==> src/rtl/fetch_pkg.sv <==
// Shared types and constants for the instruction fetch stage and its bench.
package fetch_pkg;

  typedef enum logic {
    FETCH = 1'b0,
    WAIT  = 1'b1
  } fetch_state_t;

  localparam logic [31:0] INST_NOP   = 32'h0000_0013;
  localparam logic [31:0] INST_BYTES = 32'd4;

  // Instruction addresses are always word aligned; the low two bits are dropped.
  function automatic logic [31:0] word_align(input logic [31:0] addr);
    return addr & 32'hFFFF_FFFC;
  endfunction

endpackage

==> src/rtl/instr_fetch.sv <==
// Instruction fetch stage: owns the PC, keeps one memory request in flight and
// buffers the returned word for decode behind a valid/ready handshake.
module instr_fetch
  import fetch_pkg::*;
#(
  parameter logic [31:0] RESET_PC = 32'h0000_0000
) (
  input  logic        clk,
  input  logic        reset,
  output logic        imem_req,
  output logic [31:0] imem_addr,
  input  logic        imem_gnt,
  input  logic        imem_rvalid,
  input  logic [31:0] imem_rdata,
  input  logic        redirect,
  input  logic [31:0] redirect_pc,
  output logic        inst_valid,
  input  logic        id_ready,
  output logic [31:0] inst_code,
  output logic [31:0] inst_pc,
  output logic [31:0] fetch_count
);

  fetch_state_t state_r;
  logic [31:0]  pc_r;
  logic [31:0]  req_pc_r;
  logic         kill_r;
  logic         inst_valid_r;
  logic [31:0]  inst_code_r;
  logic [31:0]  inst_pc_r;
  logic [31:0]  fetch_count_r;

  logic         req_s;
  logic         grant_s;
  logic         xfer_s;
  logic         fill_s;

  // Request and handshake decode; the request never depends on redirect or rvalid.
  always_comb begin
    req_s = 1'b0;
    if (state_r == FETCH) begin
      req_s = !inst_valid_r || id_ready;
    end else begin
      req_s = 1'b0;
    end
    grant_s = req_s && imem_gnt;
    xfer_s  = inst_valid_r && id_ready;
    fill_s  = (state_r == WAIT) && imem_rvalid && !kill_r && !redirect;
  end

  assign imem_req    = req_s;
  assign imem_addr   = pc_r;
  assign inst_valid  = inst_valid_r;
  assign inst_code   = inst_code_r;
  assign inst_pc     = inst_pc_r;
  assign fetch_count = fetch_count_r;

  // Fetch FSM, PC, kill flag, output buffer and transfer counter.
  always_ff @(posedge clk) begin
    if (reset) begin
      state_r       <= FETCH;
      pc_r          <= RESET_PC;
      req_pc_r      <= RESET_PC;
      kill_r        <= 1'b0;
      inst_valid_r  <= 1'b0;
      inst_code_r   <= INST_NOP;
      inst_pc_r     <= 32'h0000_0000;
      fetch_count_r <= 32'h0000_0000;
    end else begin
      // Decode has already taken a word transferring now, even under redirect.
      if (xfer_s) begin
        fetch_count_r <= fetch_count_r + 32'd1;
      end
      if (redirect) begin
        pc_r         <= word_align(redirect_pc);
        inst_valid_r <= 1'b0;
        inst_code_r  <= INST_NOP;
        case (state_r)
          FETCH: begin
            // The grant went out for the old PC; its response must be dropped.
            if (grant_s) begin
              req_pc_r <= pc_r;
              kill_r   <= 1'b1;
              state_r  <= WAIT;
            end
          end
          WAIT: begin
            if (imem_rvalid) begin
              kill_r  <= 1'b0;
              state_r <= FETCH;
            end else begin
              kill_r  <= 1'b1;
            end
          end
          default: begin
            kill_r  <= 1'b0;
            state_r <= FETCH;
          end
        endcase
      end else begin
        if (fill_s) begin
          inst_code_r  <= imem_rdata;
          inst_pc_r    <= req_pc_r;
          inst_valid_r <= 1'b1;
        end else if (xfer_s) begin
          inst_valid_r <= 1'b0;
        end
        case (state_r)
          FETCH: begin
            if (grant_s) begin
              req_pc_r <= pc_r;
              pc_r     <= pc_r + INST_BYTES;
              state_r  <= WAIT;
            end
          end
          WAIT: begin
            if (imem_rvalid) begin
              kill_r  <= 1'b0;
              state_r <= FETCH;
            end
          end
          default: begin
            kill_r  <= 1'b0;
            state_r <= FETCH;
          end
        endcase
      end
    end
  end

endmodule

==> config.mk <==
export PLATFORM = sky130hd
export DESIGN_NAME = instr_fetch
export DESIGN_NICKNAME = d
export VERILOG_FILES = /design/src/rtl/fetch_pkg.sv /design/src/rtl/instr_fetch.sv
export SDC_FILE = /design/constraint.sdc
export NUM_CORES = 1
export LEC_CHECK = 0
export ABC_CLOCK_PERIOD_IN_PS = 2350
export BUFFER_PORTS_ARGS = -buffer_cell sky130_fd_sc_hd__buf_4
export CAP_MARGIN = 15
export CORE_ASPECT_RATIO = 1.1
export CORE_MARGIN = 2
export CORE_UTILIZATION = 50
export DETAILED_ROUTE_END_ITERATION = 8
export PLACE_DENSITY = 0.86
export SLEW_MARGIN = 20
export SYNTH_ARGS = -nofsm -noshare
export SYNTH_HDL_FRONTEND = slang
export SYNTH_SLANG_ARGS = --single-unit
==> constraint.sdc <==
create_clock -name clk -period 2.35 [get_ports clk]
set_clock_uncertainty 0.2 [all_clocks]
set_input_delay 0.235 -clock clk [delete_from_list [all_inputs] [get_ports clk]]
set_output_delay 0.235 -clock clk [all_outputs]
set_load 0.05 [all_outputs]
==> results.txt, run 1 <==
----------------------------------------------------
[Hold path]
  Hold Path End ... imem_addr[28]
  Worst Hold Class ... in -> reg
  Launch instance of the worst min-delay path ... redirect_pc[28]
  Number of cells on the worst hold path ... 4

[STA]
  Final setup violating endpoints ... 0
  Summed negative setup slack over all endpoints ... 0 ns
  Smallest hold slack ... 0.0152 ns
  Slew @ Worst Pin ... between 0.5 and 0.6 ns
  Unrepaired setup endpoints after global routing ... no
  Hold violation count in the final report ... 0
  Max-Slew Margin vs Limit ... ~64%
  Minimum clock period after layout ... ~2.2 ns
  Maximum achievable frequency ... 0.451 GHz
  Max-slew violation total from the final report ... 0
  Final worst setup slack ... between 0.1 and 0.15 ns
  Share of the clock period used by the worst path ... approximately 94%

[Global route]
  Via count of the first global-routing pass ... 6715
  Pin count of the biggest net entering global routing ... 84
  Total global routing track utilization ... 29.2%
  Antenna violations before repair ... 0
  Congestion Overflow GR ... 0
  Wire length of the first global-routing pass ... 33300 um

[Placement]
  Routability cong. ... about 0.95
  Post-DP Area ... approximately 8300 um2
  Number of I/O port buffers ... between 150 and 200
  Sum of net half-perimeters after detailed placement ... 13000 um
  Worst slack after detailed placement ... 0.151 ns

[Synthesis]
  Number of warnings issued by yosys ... 0
  Area share of the leading cell type in the synthesized netlist ... 47.6%
  Per-instance average area after synthesis ... 8.03 um2
  Cell with the most instances after synthesis ... sky130_fd_sc_hd__nand2_1
  Cell types occupying the most area after synthesis ... sky130_fd_sc_hd__dfxtp_1 48%, sky130_fd_sc_hd__nand2_1 12%, sky130_fd_sc_hd__a21oi_1 8.1%
  Yosys top cell by area ... sky130_fd_sc_hd__dfxtp_1
  Sequential element share of the synthesized area ... 47.6%
  Number of distinct library cells after synthesis ... 50
  Post-Syn Instances ... around 820
  Combined area of all synthesized cells ... 6610 um2
  Number of storage elements in the synthesis netlist ... 157
  Proportion of synthesized flip-flops having asynchronous set or reset ... 0%
  Most frequently used flop master after synthesis ... sky130_fd_sc_hd__dfxtp_1
  Ranking of synthesized cells by instance count ... 206 x sky130_fd_sc_hd__nand2_1, 157 x sky130_fd_sc_hd__dfxtp_1, 107 x sky130_fd_sc_hd__a21oi_1
  Number of enable-type register cells in the synthesized netlist ... 0

[Clock tree]
  Clock slew seen by the registers of the worst setup and hold paths ... approximately 0.060 ns
  Root Buffer Master ... sky130_fd_sc_hd__clkbuf_16
  TritonCTS sink count ... 157
  Source-to-sink clock delay at the later pin of the worst-skew pair ... 0.43 ns
  Post-CTS Setup Repair Bufs ... 0
  Number of buffers created by CTS ... 17
  Worst-case clock buffer depth ... 2
  Number of H-tree branching levels ... 4
  TritonCTS clock tree ... done

[Setup path]
  Type of the setup path with the least slack ... reg -> reg
  Category of cells accounting for the largest share of critical-path delay ... simple AND/OR/NAND/NOR gates
  Number of buffer and inverter instances along the worst setup path ... 0
  Critical path depth ... 5
  Worst flop-to-flop path startpoint ... imem_addr[2]
  Worst r2r path cells ... 5
  Maximum fanout count along the critical path ... 7
  Reg-to-reg critical path endpoint ... imem_addr[26]
  CP endpoint kind ... flop
  Sequence of cells on the critical path ... ha_2, and4_1, nand4_1, or4_1, a311oi_1
  Register-to-register path setup slack ... 0.13 ns
  Critical path launch point type ... flop
  Data arrival at the endpoint of the critical path ... between 2 and 2.5 ns
  Critical Path RT ... 2.48 ns
  Largest incremental delay on the critical path ... about 0.56 ns
  Worst path slowest cell ... sky130_fd_sc_hd__or4_1

[Final layout]
  Count of inserted antenna diode cells ... 0
  Layout overhead on the synthesized area ... 44.6%
  Finished Cell Area ... 9560 um2
  Share of layout cells above drive strength 1 ... a little over a quarter
  Number of nets in the layout ... 1146

[Floorplanning]
  Die width ... 114 um
  Starting density of the core ... just over 50%
  Top-Level Pins ... 200
  Die outline height ... 125 um
  Die outline area ... about 14000 um2
  Core Rows ... 44
  Area of the placeable core ... 13000 um2

[Routing]
  Vias ... 7212
  Count of unresolved DRC violations after routing ... 0
  Residual antenna-violating net count after detailed routing ... 0
  Vias/cell ... 5.78
  Initial detailed-routing violation count ... 734
  Total wire length after detailed routing ... 20900 um
  Iteration count of the initial detailed-routing pass ... 5
  Post-detailed-route wirelength per cell ... 16.7 um

[Pwr]
  Switching power as a share of total power ... 27.0%
  Logic pwr share ... between 10% and 20%
  Internal power ... about 4500 uW
  Clk network pwr share ... 43.0%
  Part of the total power dissipated in sequential elements ... 45.4%
  Total leakage power ... 0.00371 uW
  Power density over the cells ... ~650 nW/um2
  Worst voltage drop across the vdd grid ... 0.523 mV
  Reported net switching power ... 1680 uW

[Flow run]
  Maximum capacitance violations ... 0

[Run status]
  Status ... finished clean

----------------------------------------------------
kinds of logic (layout without fill, tap and decap cells):
kind of cell    count (synthesis)  after routing  share of synthesized area [%]
other cells                     1              4                         0.0567
compound gates                184            184                           17.0
simple gates                  388            388                           27.8
xor+xnor                       20             20                           2.65
buf+inv                        69            330                           4.28
fa+ha+maj                       2              2                          0.379
flops                         157            157                           47.6
mux                             2              2                          0.341
layer usage:
layer,wire (um),up-vias,track usage [%]
li1,-,3403,-
met1,8360,3446,35.5
met2,10500,319,49.5
met3,1540,44,6.86
met4,486,0,11.5
met5,0,-,0
worst register-to-register path: stages (launching register included):
cell,delay (ns)
sky130_fd_sc_hd__dfxtp_2,0.39
sky130_fd_sc_hd__ha_2,0.22
sky130_fd_sc_hd__and4_1,0.26
sky130_fd_sc_hd__nand4_1,0.23
sky130_fd_sc_hd__or4_1,0.56
sky130_fd_sc_hd__a311oi_1,0.26
timing repair:
| item | CTS | global route |
|---|---|---|
| gates resized for setup | 0 | 1 |
| endpoints found under the setup margin | 0 | 1 |
| hold buffers | 64 | 0 |
| hold endpoints to repair | 64 | 0 |
power groups by stage:
stage          clock network, uW  registers (uW)  logic, uW
2_1_floorplan                  0            3000        234
3_3_place_gp                   0            2870        605
6_report                    2670            2820        719
4_1_cts                     2700            2810        701
3_5_place_dp                   0            2870        611
5_1_grt                     2810            2830        760
worst max path at each step:
stage,slack (ns),start,to
5_1_grt,0.02,imem_addr[2],imem_addr[26]
3_5_place_dp,0.15,imem_addr[2],imem_addr[26]
4_1_cts,0.13,imem_addr[2],imem_addr[26]
2_1_floorplan,0.002,imem_addr[12],imem_addr[18]
3_3_place_gp,0.22,imem_addr[2],imem_addr[24]
6_report,0.13,imem_addr[2],imem_addr[26]
layout make-up:
type / count / area, um2
sequential: 157 / 3160
tap: 161 / 201
clock buffer: 18 / 439
inverter: 6 / 22.5
fill: 966 / 3490
multi-input combinational: 600 / 3210
clock inverter: 14 / 136
timing repair buffer: 292 / 2390
registers in the layout, indices dropped and copies added, names as in the netlist:
register,flops
fetch_count,32
inst_code,32
imem_addr,30
inst_pc,30
req_pc_r,30
inst_valid,1
kill_r,1
state_r,1
cells in the final DEF, fill, tap and decap left out, types with 4 or more instances in the layout:
master / synthesis / layout
sky130_fd_sc_hd__xnor2_1: 6 / 6
sky130_fd_sc_hd__inv_6: 0 / 5
sky130_fd_sc_hd__a311oi_1: 18 / 18
sky130_fd_sc_hd__or4_1: 19 / 19
sky130_fd_sc_hd__and3_1: 12 / 12
sky130_fd_sc_hd__nand4_1: 26 / 26
sky130_fd_sc_hd__nor3_1: 6 / 5
sky130_fd_sc_hd__o21ai_0: 13 / 13
sky130_fd_sc_hd__dfxtp_1: 157 / 140
sky130_fd_sc_hd__inv_1: 5 / 5
sky130_fd_sc_hd__nand2_1: 206 / 206
sky130_fd_sc_hd__dfxtp_2: 0 / 17
sky130_fd_sc_hd__nor2_1: 40 / 39
sky130_fd_sc_hd__dlygate4sd3_1: 0 / 64
sky130_fd_sc_hd__nor2b_1: 7 / 7
sky130_fd_sc_hd__buf_4: 4 / 225
sky130_fd_sc_hd__clkbuf_16: 0 / 17
sky130_fd_sc_hd__or3_1: 10 / 9
sky130_fd_sc_hd__nor4_1: 10 / 10
sky130_fd_sc_hd__a211oi_1: 8 / 8
sky130_fd_sc_hd__o31ai_1: 20 / 20
sky130_fd_sc_hd__a21oi_1: 107 / 107
sky130_fd_sc_hd__nand3_1: 28 / 28
sky130_fd_sc_hd__clkinv_4: 0 / 4
sky130_fd_sc_hd__xor2_1: 14 / 14
sky130_fd_sc_hd__conb_1: 1 / 4
sky130_fd_sc_hd__and4_1: 8 / 8
stage by stage:
stage / util (%) / instances / total power (uW)
2_1_floorplan: - / 826 / 3230
3_3_place_gp: 63.9 / 1152 / 3470
3_5_place_dp: 63.9 / 1152 / 3480
4_1_cts: 73.2 / 1248 / 6210
5_1_grt: 73.3 / 1248 / 6400
6_report: 73.3 / 1248 / 6200
No activity file was read; power rests on OpenSTA's default activity.
==> run 2: changes to the inputs <==
--- a/config.mk
+++ b/config.mk
@@ -12,6 +12,7 @@
 export CORE_MARGIN = 2
 export CORE_UTILIZATION = 50
 export DETAILED_ROUTE_END_ITERATION = 8
+export GPL_TIMING_DRIVEN = 0
 export PLACE_DENSITY = 0.86
 export SLEW_MARGIN = 20
 export SYNTH_ARGS = -nofsm -noshare
==> results.txt, run 2 (synthesis results as in run 1) <==
----------------------------------------------------
[Routing]
  Initial detailed-routing violation count ... 689 (-6.1%)
  Count of unresolved DRC violations after routing ... 0 (unchanged)
  Vias/cell ... 5.78 (about the same)
  Total wire length after detailed routing ... 22300 um (+6.8%)
  Iteration count of the initial detailed-routing pass ... 5 (unchanged)
  Residual antenna-violating net count after detailed routing ... 0 (unchanged)
  Vias ... 7377 (+2.3%)
  Post-detailed-route wirelength per cell ... 17.5 um (+4.4%)

[Floorplanning]
  Top-Level Pins ... 200 (unchanged)
  Area of the placeable core ... 13000 um2 (unchanged)
  Die outline area ... 14200 um2 (unchanged)
  Starting density of the core ... 50.7% (unchanged)
  Core Rows ... 44 (unchanged)
  Die width ... 114 um (unchanged)
  Die outline height ... 125 um (unchanged)

[Final layout]
  Layout overhead on the synthesized area ... 45.8%
  Total area of multi-input combinational cells ... 3230 um2 (+0.78%)
  Share of layout cells above drive strength 1 ... 24.8% (-2.0 points)
  Register cell area after layout ... 3160 um2 (unchanged)
  Fillers ... 958 (-0.83%)
  Count of inserted antenna diode cells ... 0 (unchanged)
  Commonest cells after routing, fill and taps aside ... 206 x sky130_fd_sc_hd__nand2_1, 201 x sky130_fd_sc_hd__buf_4, 140 x sky130_fd_sc_hd__dfxtp_1, 107 x sky130_fd_sc_hd__a21oi_1, 64 x sky130_fd_sc_hd__dlygate4sd3_1
  Most frequent standard cell in the layout excluding fill and tap cells ... sky130_fd_sc_hd__nand2_1
  Finished Cell Area ... 9640 um2 (+0.81%)
  Number of nets in the layout ... 1175 (+2.5%)

[Clock tree]
  Worst-case clock buffer depth ... 2 (unchanged)
  TritonCTS clock tree ... done
  Number of H-tree branching levels ... 4 (unchanged)
  Source-to-sink clock delay at the later pin of the worst-skew pair ... 0.43 ns (about the same)
  Number of buffers created by CTS ... 17 (unchanged)
  Clock slew seen by the registers of the worst setup and hold paths ... 0.06 ns (about the same)
  TritonCTS sink count ... 157 (unchanged)
  Root Buffer Master ... sky130_fd_sc_hd__clkbuf_16

[Run status]
  Status ... finished clean

[Placement]
  Routability cong. ... 0.942 (-0.70%)
  Sum of net half-perimeters after detailed placement ... 14700 um (+13%)
  Number of I/O port buffers ... 192 (-0.52%)
  Post-DP Area ... 8280 um2 (-0.68%)
  Worst slack after detailed placement ... -0.0787 ns (-0.230 ns)

[Pwr]
  Worst voltage drop across the vdd grid ... 0.392 mV (-25%)
  Power density over the cells ... 677 nW/um2 (+4.3%)
  Total leakage power ... 0.00370 uW (-0.15%)

[Setup path]
  Type of the setup path with the least slack ... reg -> reg
  CP endpoint kind ... flop
  Register-to-register path setup slack ... 0.04 ns (-0.09 ns)
  Critical path launch point type ... flop
  Critical Path RT ... 2.50 ns (+0.02 ns)
  Maximum fanout count along the critical path ... 8 (+1)
  Data arrival at the endpoint of the critical path ... 2.46 ns (+0.11 ns)

[Hold path]
  Worst Hold Class ... in -> reg

[Global route]
  Total global routing track utilization ... 30.8% (+1.7 points)
  Pin count of the biggest net entering global routing ... 17 (-80%)
  Wire length of the first global-routing pass ... 34900 um (+4.6%)
  Antenna violations before repair ... 0 (unchanged)
  Congestion Overflow GR ... 0 (unchanged)
  Via count of the first global-routing pass ... 7046 (+4.9%)

[STA]
  Slew @ Worst Pin ... 0.609 ns (+0.0714 ns)
  Max-slew violation total from the final report ... 0 (unchanged)
  Hold violation count in the final report ... 0 (unchanged)
  Share of the clock period used by the worst path ... 98.2% (+4.0 points)
  Final setup violating endpoints ... 0 (unchanged)
  Smallest hold slack ... 0.0462 ns (+0.0309 ns)
  Minimum clock period after layout ... 2.31 ns (+0.0938 ns)
  Final worst setup slack ... 0.0411 ns (-0.0938 ns)
  Max-Slew Margin vs Limit ... 59.4% (-4.7 points)
  Summed negative setup slack over all endpoints ... 0 ns (unchanged)
  Maximum achievable frequency ... 0.433 GHz (-4.1%)

[Flow run]
  Maximum capacitance violations ... 0 (unchanged)

----------------------------------------------------
[run 2: power breakdown]
| part | internal (uW) | switching [uW] | total, uW |
|---|---|---|---|
| Sequential | 2730 | 92.9 | 2830 |
| Combinational | 286 | 442 | 728 |
| Clock | 1850 | 1120 | 2970 |
| Total | 4860 | 1660 | 6520 |
[run 2: worst max-delay path: stages, from the launching register on]
cell and delay, ns:
sky130_fd_sc_hd__dfxtp_2 0.33, sky130_fd_sc_hd__buf_2 0.20, sky130_fd_sc_hd__nand4_1 0.21, sky130_fd_sc_hd__or4_1 0.52, sky130_fd_sc_hd__buf_2 0.18, sky130_fd_sc_hd__or4_1 0.50, sky130_fd_sc_hd__o211ai_1 0.09
[run 2: repair_timing]
item / 4_1_cts / 5_1_grt
hold buffers: 64 / 0
setup endpoints to repair: 49 / 42
buffers inserted: 2 / 3
cloned: 0 / 0
hold endpoints to repair: 65 / 0
resized for setup: 2 / 18
pin swaps: 1 / 2
[run 2: area by class of cell]
cell class,count,area share [%]
Tap cell,161,2.09
Sequential cell,157,32.8
Inverter,6,0.234
Buffer,60,2.70
Clock inverter,12,1.88
Clock buffer,20,4.74
Timing Repair Buffer,261,22.0
Multi-Input combinational cell,600,33.5
[run 2: path summary, 6_finish.rpt]
kind,cells after the start,from,endpoint
worst max-delay path,6,imem_addr[10],imem_addr[28]
worst min register to register,2,req_pc_r[2],inst_pc[2]
worst min-delay path,4,redirect_pc[28],imem_addr[28]
worst max register to register,6,imem_addr[10],imem_addr[28]
[run 2: through the flow]
| stage | utilization [%] | instances | power [uW] |
|---|---|---|---|
| detailed placement | 63.5 | 1179 | 3490 |
| CTS | 73.5 | 1277 | 6510 |
| global placement | 63.5 | 1179 | 3490 |
| floorplan | - | 826 | 3230 |
| finish | 73.9 | 1277 | 6520 |
| global route | 73.9 | 1277 | 6700 |
[run 2: layer usage]
layer / vias to the layer above / wire length (um) / GRT usage (%)
li1: 3483 / - / -
met1: 3397 / 8620 / 36.8
met2: 422 / 10900 / 51.7
met3: 75 / 1950 / 7.64
met4: 0 / 813 / 14.6
met5: - / 0 / 0
==> run 3: changes to the inputs <==
--- a/config.mk
+++ b/config.mk
@@ -5,7 +5,7 @@
 export SDC_FILE = /design/constraint.sdc
 export NUM_CORES = 1
 export LEC_CHECK = 0
-export ABC_CLOCK_PERIOD_IN_PS = 2350
+export ABC_AREA = 1
 export BUFFER_PORTS_ARGS = -buffer_cell sky130_fd_sc_hd__buf_4
 export CAP_MARGIN = 15
 export CORE_ASPECT_RATIO = 1.1
@@ -13,7 +13,7 @@
 export CORE_UTILIZATION = 50
 export DETAILED_ROUTE_END_ITERATION = 8
 export GPL_TIMING_DRIVEN = 0
-export PLACE_DENSITY = 0.86
+export PLACE_DENSITY = 0.85
 export SLEW_MARGIN = 20
 export SYNTH_ARGS = -nofsm -noshare
 export SYNTH_HDL_FRONTEND = slang
==> results.txt, run 3 <==
----------------------------------------------------
[Global route]
  Total global routing track utilization ... 30.5% (-0.28 points)
  Antenna violations before repair ... 0 (unchanged)
  Via count of the first global-routing pass ... 7681 (+9.0%)
  Pin count of the biggest net entering global routing ... 17 (unchanged)
  Wire length of the first global-routing pass ... 37500 um (+7.7%)
  Congestion Overflow GR ... 0 (unchanged)

[Clock tree]
  Number of H-tree branching levels ... 4 (unchanged)
  TritonCTS sink count ... 157 (unchanged)
  Root Buffer Master ... sky130_fd_sc_hd__clkbuf_16
  Clock slew seen by the registers of the worst setup and hold paths ... 0.06 ns (about the same)
  Post-CTS Setup Repair Bufs ... 0 (-2)
  Worst-case clock buffer depth ... 2 (unchanged)
  Source-to-sink clock delay at the later pin of the worst-skew pair ... 0.43 ns (about the same)
  TritonCTS clock tree ... done
  Number of buffers created by CTS ... 17 (unchanged)

[Final layout]
  Fillers ... 1040 (+8.6%)
  Most frequent standard cell in the layout excluding fill and tap cells ... sky130_fd_sc_hd__nand2_1
  Count of inserted antenna diode cells ... 0 (unchanged)
  Register cell area after layout ... 3150 um2 (-0.59%)
  Number of nets in the layout ... 1419 (+21%)
  Share of layout cells above drive strength 1 ... 20.4% (-4.4 points)
  Finished Core Util ... 72.9% (-0.96 points)
  Layout overhead on the synthesized area ... 41.3%
  Commonest cells after routing, fill and taps aside ... 276 x sky130_fd_sc_hd__nand2_1, 199 x sky130_fd_sc_hd__buf_4, 198 x sky130_fd_sc_hd__nor2_1, 155 x sky130_fd_sc_hd__dfxtp_1, 80 x sky130_fd_sc_hd__a21oi_1
  Total area of multi-input combinational cells ... 3530 um2 (+9.4%)

[Synthesis]
  Number of enable-type register cells in the synthesized netlist ... 0 (unchanged)
  Share of the synthesized area in compound gates (AO/OA/AOI/OAI) ... 11.8% (-5.2 points)
  XOR/XNOR share of the synthesized area ... 2.32% (-0.33 points)
  Post-Syn Instances ... 1065 (+29%)
  Post-synthesis share of cell area spent on full adders, half adders and majority gates ... 0.349% (-0.030 points)
  Share of synthesized cell area in and, or, nand and nor gates ... 34.5% (+6.7 points)
  Proportion of synthesized flip-flops having asynchronous set or reset ... 0% (unchanged)
  Number of storage elements in the synthesis netlist ... 157 (unchanged)
  Sequential element share of the synthesized area ... 43.8% (-3.8 points)
  Number of distinct library cells after synthesis ... 32 (-36%)
  Largest family of logic cells by synthesized area ... simple AND/OR/NAND/NOR gates
  Number of warnings issued by yosys ... 0 (unchanged)
  Multiplexer fraction of the synthesized cell area ... 0% (-0.34 points)
  Most frequently used flop master after synthesis ... sky130_fd_sc_hd__dfxtp_1
  Combined area of all synthesized cells ... 7180 um2 (+8.6%)
  Cell types occupying the most area after synthesis ... sky130_fd_sc_hd__dfxtp_1 44%, sky130_fd_sc_hd__nand2_1 14%, sky130_fd_sc_hd__nor2_1 10%
  Cell with the most instances after synthesis ... sky130_fd_sc_hd__nand2_1
  Ranking of synthesized cells by instance count ... 276 x sky130_fd_sc_hd__nand2_1, 199 x sky130_fd_sc_hd__nor2_1, 157 x sky130_fd_sc_hd__dfxtp_1
  Yosys top cell by area ... sky130_fd_sc_hd__dfxtp_1
  Per-instance average area after synthesis ... 6.74 um2 (-16%)
  Area share of the leading cell type in the synthesized netlist ... 43.8% (-3.8 points)

[STA]
  Share of the clock period used by the worst path ... 98.5% (+0.29 points)
  Unrepaired setup endpoints after global routing ... no
  Summed negative setup slack over all endpoints ... 0 ns (unchanged)
  Slew @ Worst Pin ... 0.696 ns (+0.0875 ns)
  Hold violation count in the final report ... 0 (unchanged)
  Max-slew violation total from the final report ... 0 (unchanged)
  Minimum clock period after layout ... 2.32 ns (+0.00688 ns)
  Final setup violating endpoints ... 0 (unchanged)
  Maximum achievable frequency ... 0.432 GHz (-0.30%)
  Final worst setup slack ... 0.0342 ns (-0.00688 ns)
  Max-Slew Margin vs Limit ... 53.6% (-5.8 points)
  Smallest hold slack ... 0.0155 ns (-0.0307 ns)

[Placement]
  Number of I/O port buffers ... 193 (+0.52%)
  Routability cong. ... 0.926 (-1.7%)
  Sum of net half-perimeters after detailed placement ... 15900 um (+7.7%)
  Worst slack after detailed placement ... 0.341 ns (+0.420 ns)

[Routing]
  Met3 Wirelength ... 2020 um (+3.5%)
  Vias ... 8111 (+9.9%)
  Iteration count of the initial detailed-routing pass ... 9 (+4)
  Total wire length after detailed routing ... 23200 um (+4.2%)
  Initial detailed-routing violation count ... 810 (+18%)
  M1 wire length ... 9160 um (+6.3%)
  Top layer in use ... met4
  Post-detailed-route wirelength per cell ... 15.0 um (-14%)
  Met2 Wirelength ... 11200 um (+2.4%)
  Residual antenna-violating net count after detailed routing ... 0 (unchanged)
  Count of unresolved DRC violations after routing ... 0 (unchanged)
  Vias/cell ... 5.24 (-9.3%)

[Floorplanning]
  Core Rows ... 45 (+2.3%)
  Die outline height ... 130 um (+4.1%)
  Starting density of the core ... 51.6% (+0.94 points)
  Die outline area ... 15300 um2 (+8.3%)
  Top-Level Pins ... 200 (unchanged)
  Die width ... 118 um (+4.1%)
  Area of the placeable core ... 13900 um2 (+6.6%)

[Setup path]
  Worst flop-to-flop path startpoint ... imem_addr[8]
  Type of the setup path with the least slack ... reg -> reg
  Maximum fanout count along the critical path ... 5 (-3)
  Sequence of cells on the critical path ... nand2_1, nor2_1, nand2_1, nor2_1, xnor2_1, a21oi_1, dlygate4sd3_1
  Launching instance or port of the critical path ... imem_addr[8]
  Register-to-register path setup slack ... 0.03 ns (about the same)
  Data arrival at the endpoint of the critical path ... 2.47 ns (about the same)
  Worst path slowest cell ... sky130_fd_sc_hd__dlygate4sd3_1
  Worst r2r path cells ... 7 (+1)
  Critical path launch point type ... flop
  CP endpoint ... imem_addr[10]
  Critical Path RT ... 2.51 ns (about the same)
  Reg-to-reg critical path endpoint ... imem_addr[10]
  Largest incremental delay on the critical path ... 0.63 ns (+0.11 ns)
  CP endpoint kind ... flop

[Pwr]
  Power density over the cells ... 631 nW/um2 (-6.8%)
  Worst voltage drop across the vdd grid ... 0.557 mV (+42%)
  Total leakage power ... 0.00415 uW (+12%)

[Run status]
  Status ... finished clean

[Flow run]
  Maximum capacitance violations ... 0 (unchanged)

[Hold path]
  Worst Hold Class ... in -> reg

----------------------------------------------------
run 3: timing repair:
item	CTS	global route
hold buffers	68	0
setup endpoints to repair	0	6
hold endpoints to repair	63	0
resized for setup	0	7
run 3: worst min path at each step:
stage | startpoint | end | slack, ns | depth (start not counted)
after global routing | redirect_pc[25] | imem_addr[25] | 0.05 | 5
after detailed placement | imem_rdata[4] | inst_code[4] | 0.24 | 3
after CTS | redirect_pc[20] | imem_addr[20] | 0.002 | 5
after floorplan | imem_rdata[0] | inst_code[0] | 0.15 | 2
final | redirect_pc[25] | imem_addr[25] | 0.02 | 5
after global placement | imem_rdata[1] | inst_code[1] | 0.24 | 3
run 3: cells by family (layout without fill, tap and decap cells):
family	count (synthesis)	after routing
AOI/OAI and AO/OA	166	166
DFF	157	157
other	1	4
adders and majority gates	2	2
and+or+nand+nor	593	593
xor gates and xnor gates	19	19
buffers and inverters	127	419
run 3: worst max-delay path: cells and delay by family, from the launching register on:
family                    cells  cell delay (ns)
buffers and inverters         1             0.63
DFF                           1             0.52
xor gates and xnor gates      1             0.08
AOI/OAI and AO/OA             1             0.22
and+or+nand+nor               4             0.60
run 3: area by class of cell:
type / count / area share, %
multi-input combinational: 784 / 34.9
sequential: 157 / 31.0
timing repair buffer: 261 / 21.0
clock buffer: 19 / 4.27
inverter: 80 / 2.96
tap: 188 / 2.32
buffer: 46 / 2.14
clock inverter: 13 / 1.43
run 3: through the flow:
stage,total power [uW],area (um2),std cells
4_1_cts,6380,10100,1549
6_report,6390,10100,1548
2_1_floorplan,3350,7190,1068
5_1_grt,6610,10100,1548
3_3_place_gp,3640,8870,1449
3_5_place_dp,3650,8870,1449
run 3: metal layers:
metal | vias up | track usage, %
met3 | 89 | 6.95
li1 | 3962 | -
met5 | - | 0
met2 | 434 | 52.8
met4 | 0 | 14.0
met1 | 3626 | 36.4
run 3: power by group:
part           total, uW  internal (uW)  switching (uW)
Clock               2670           1570            1110
Combinational        881            336             545
Sequential          2840           2740            96.3
Total               6390           4640            1750
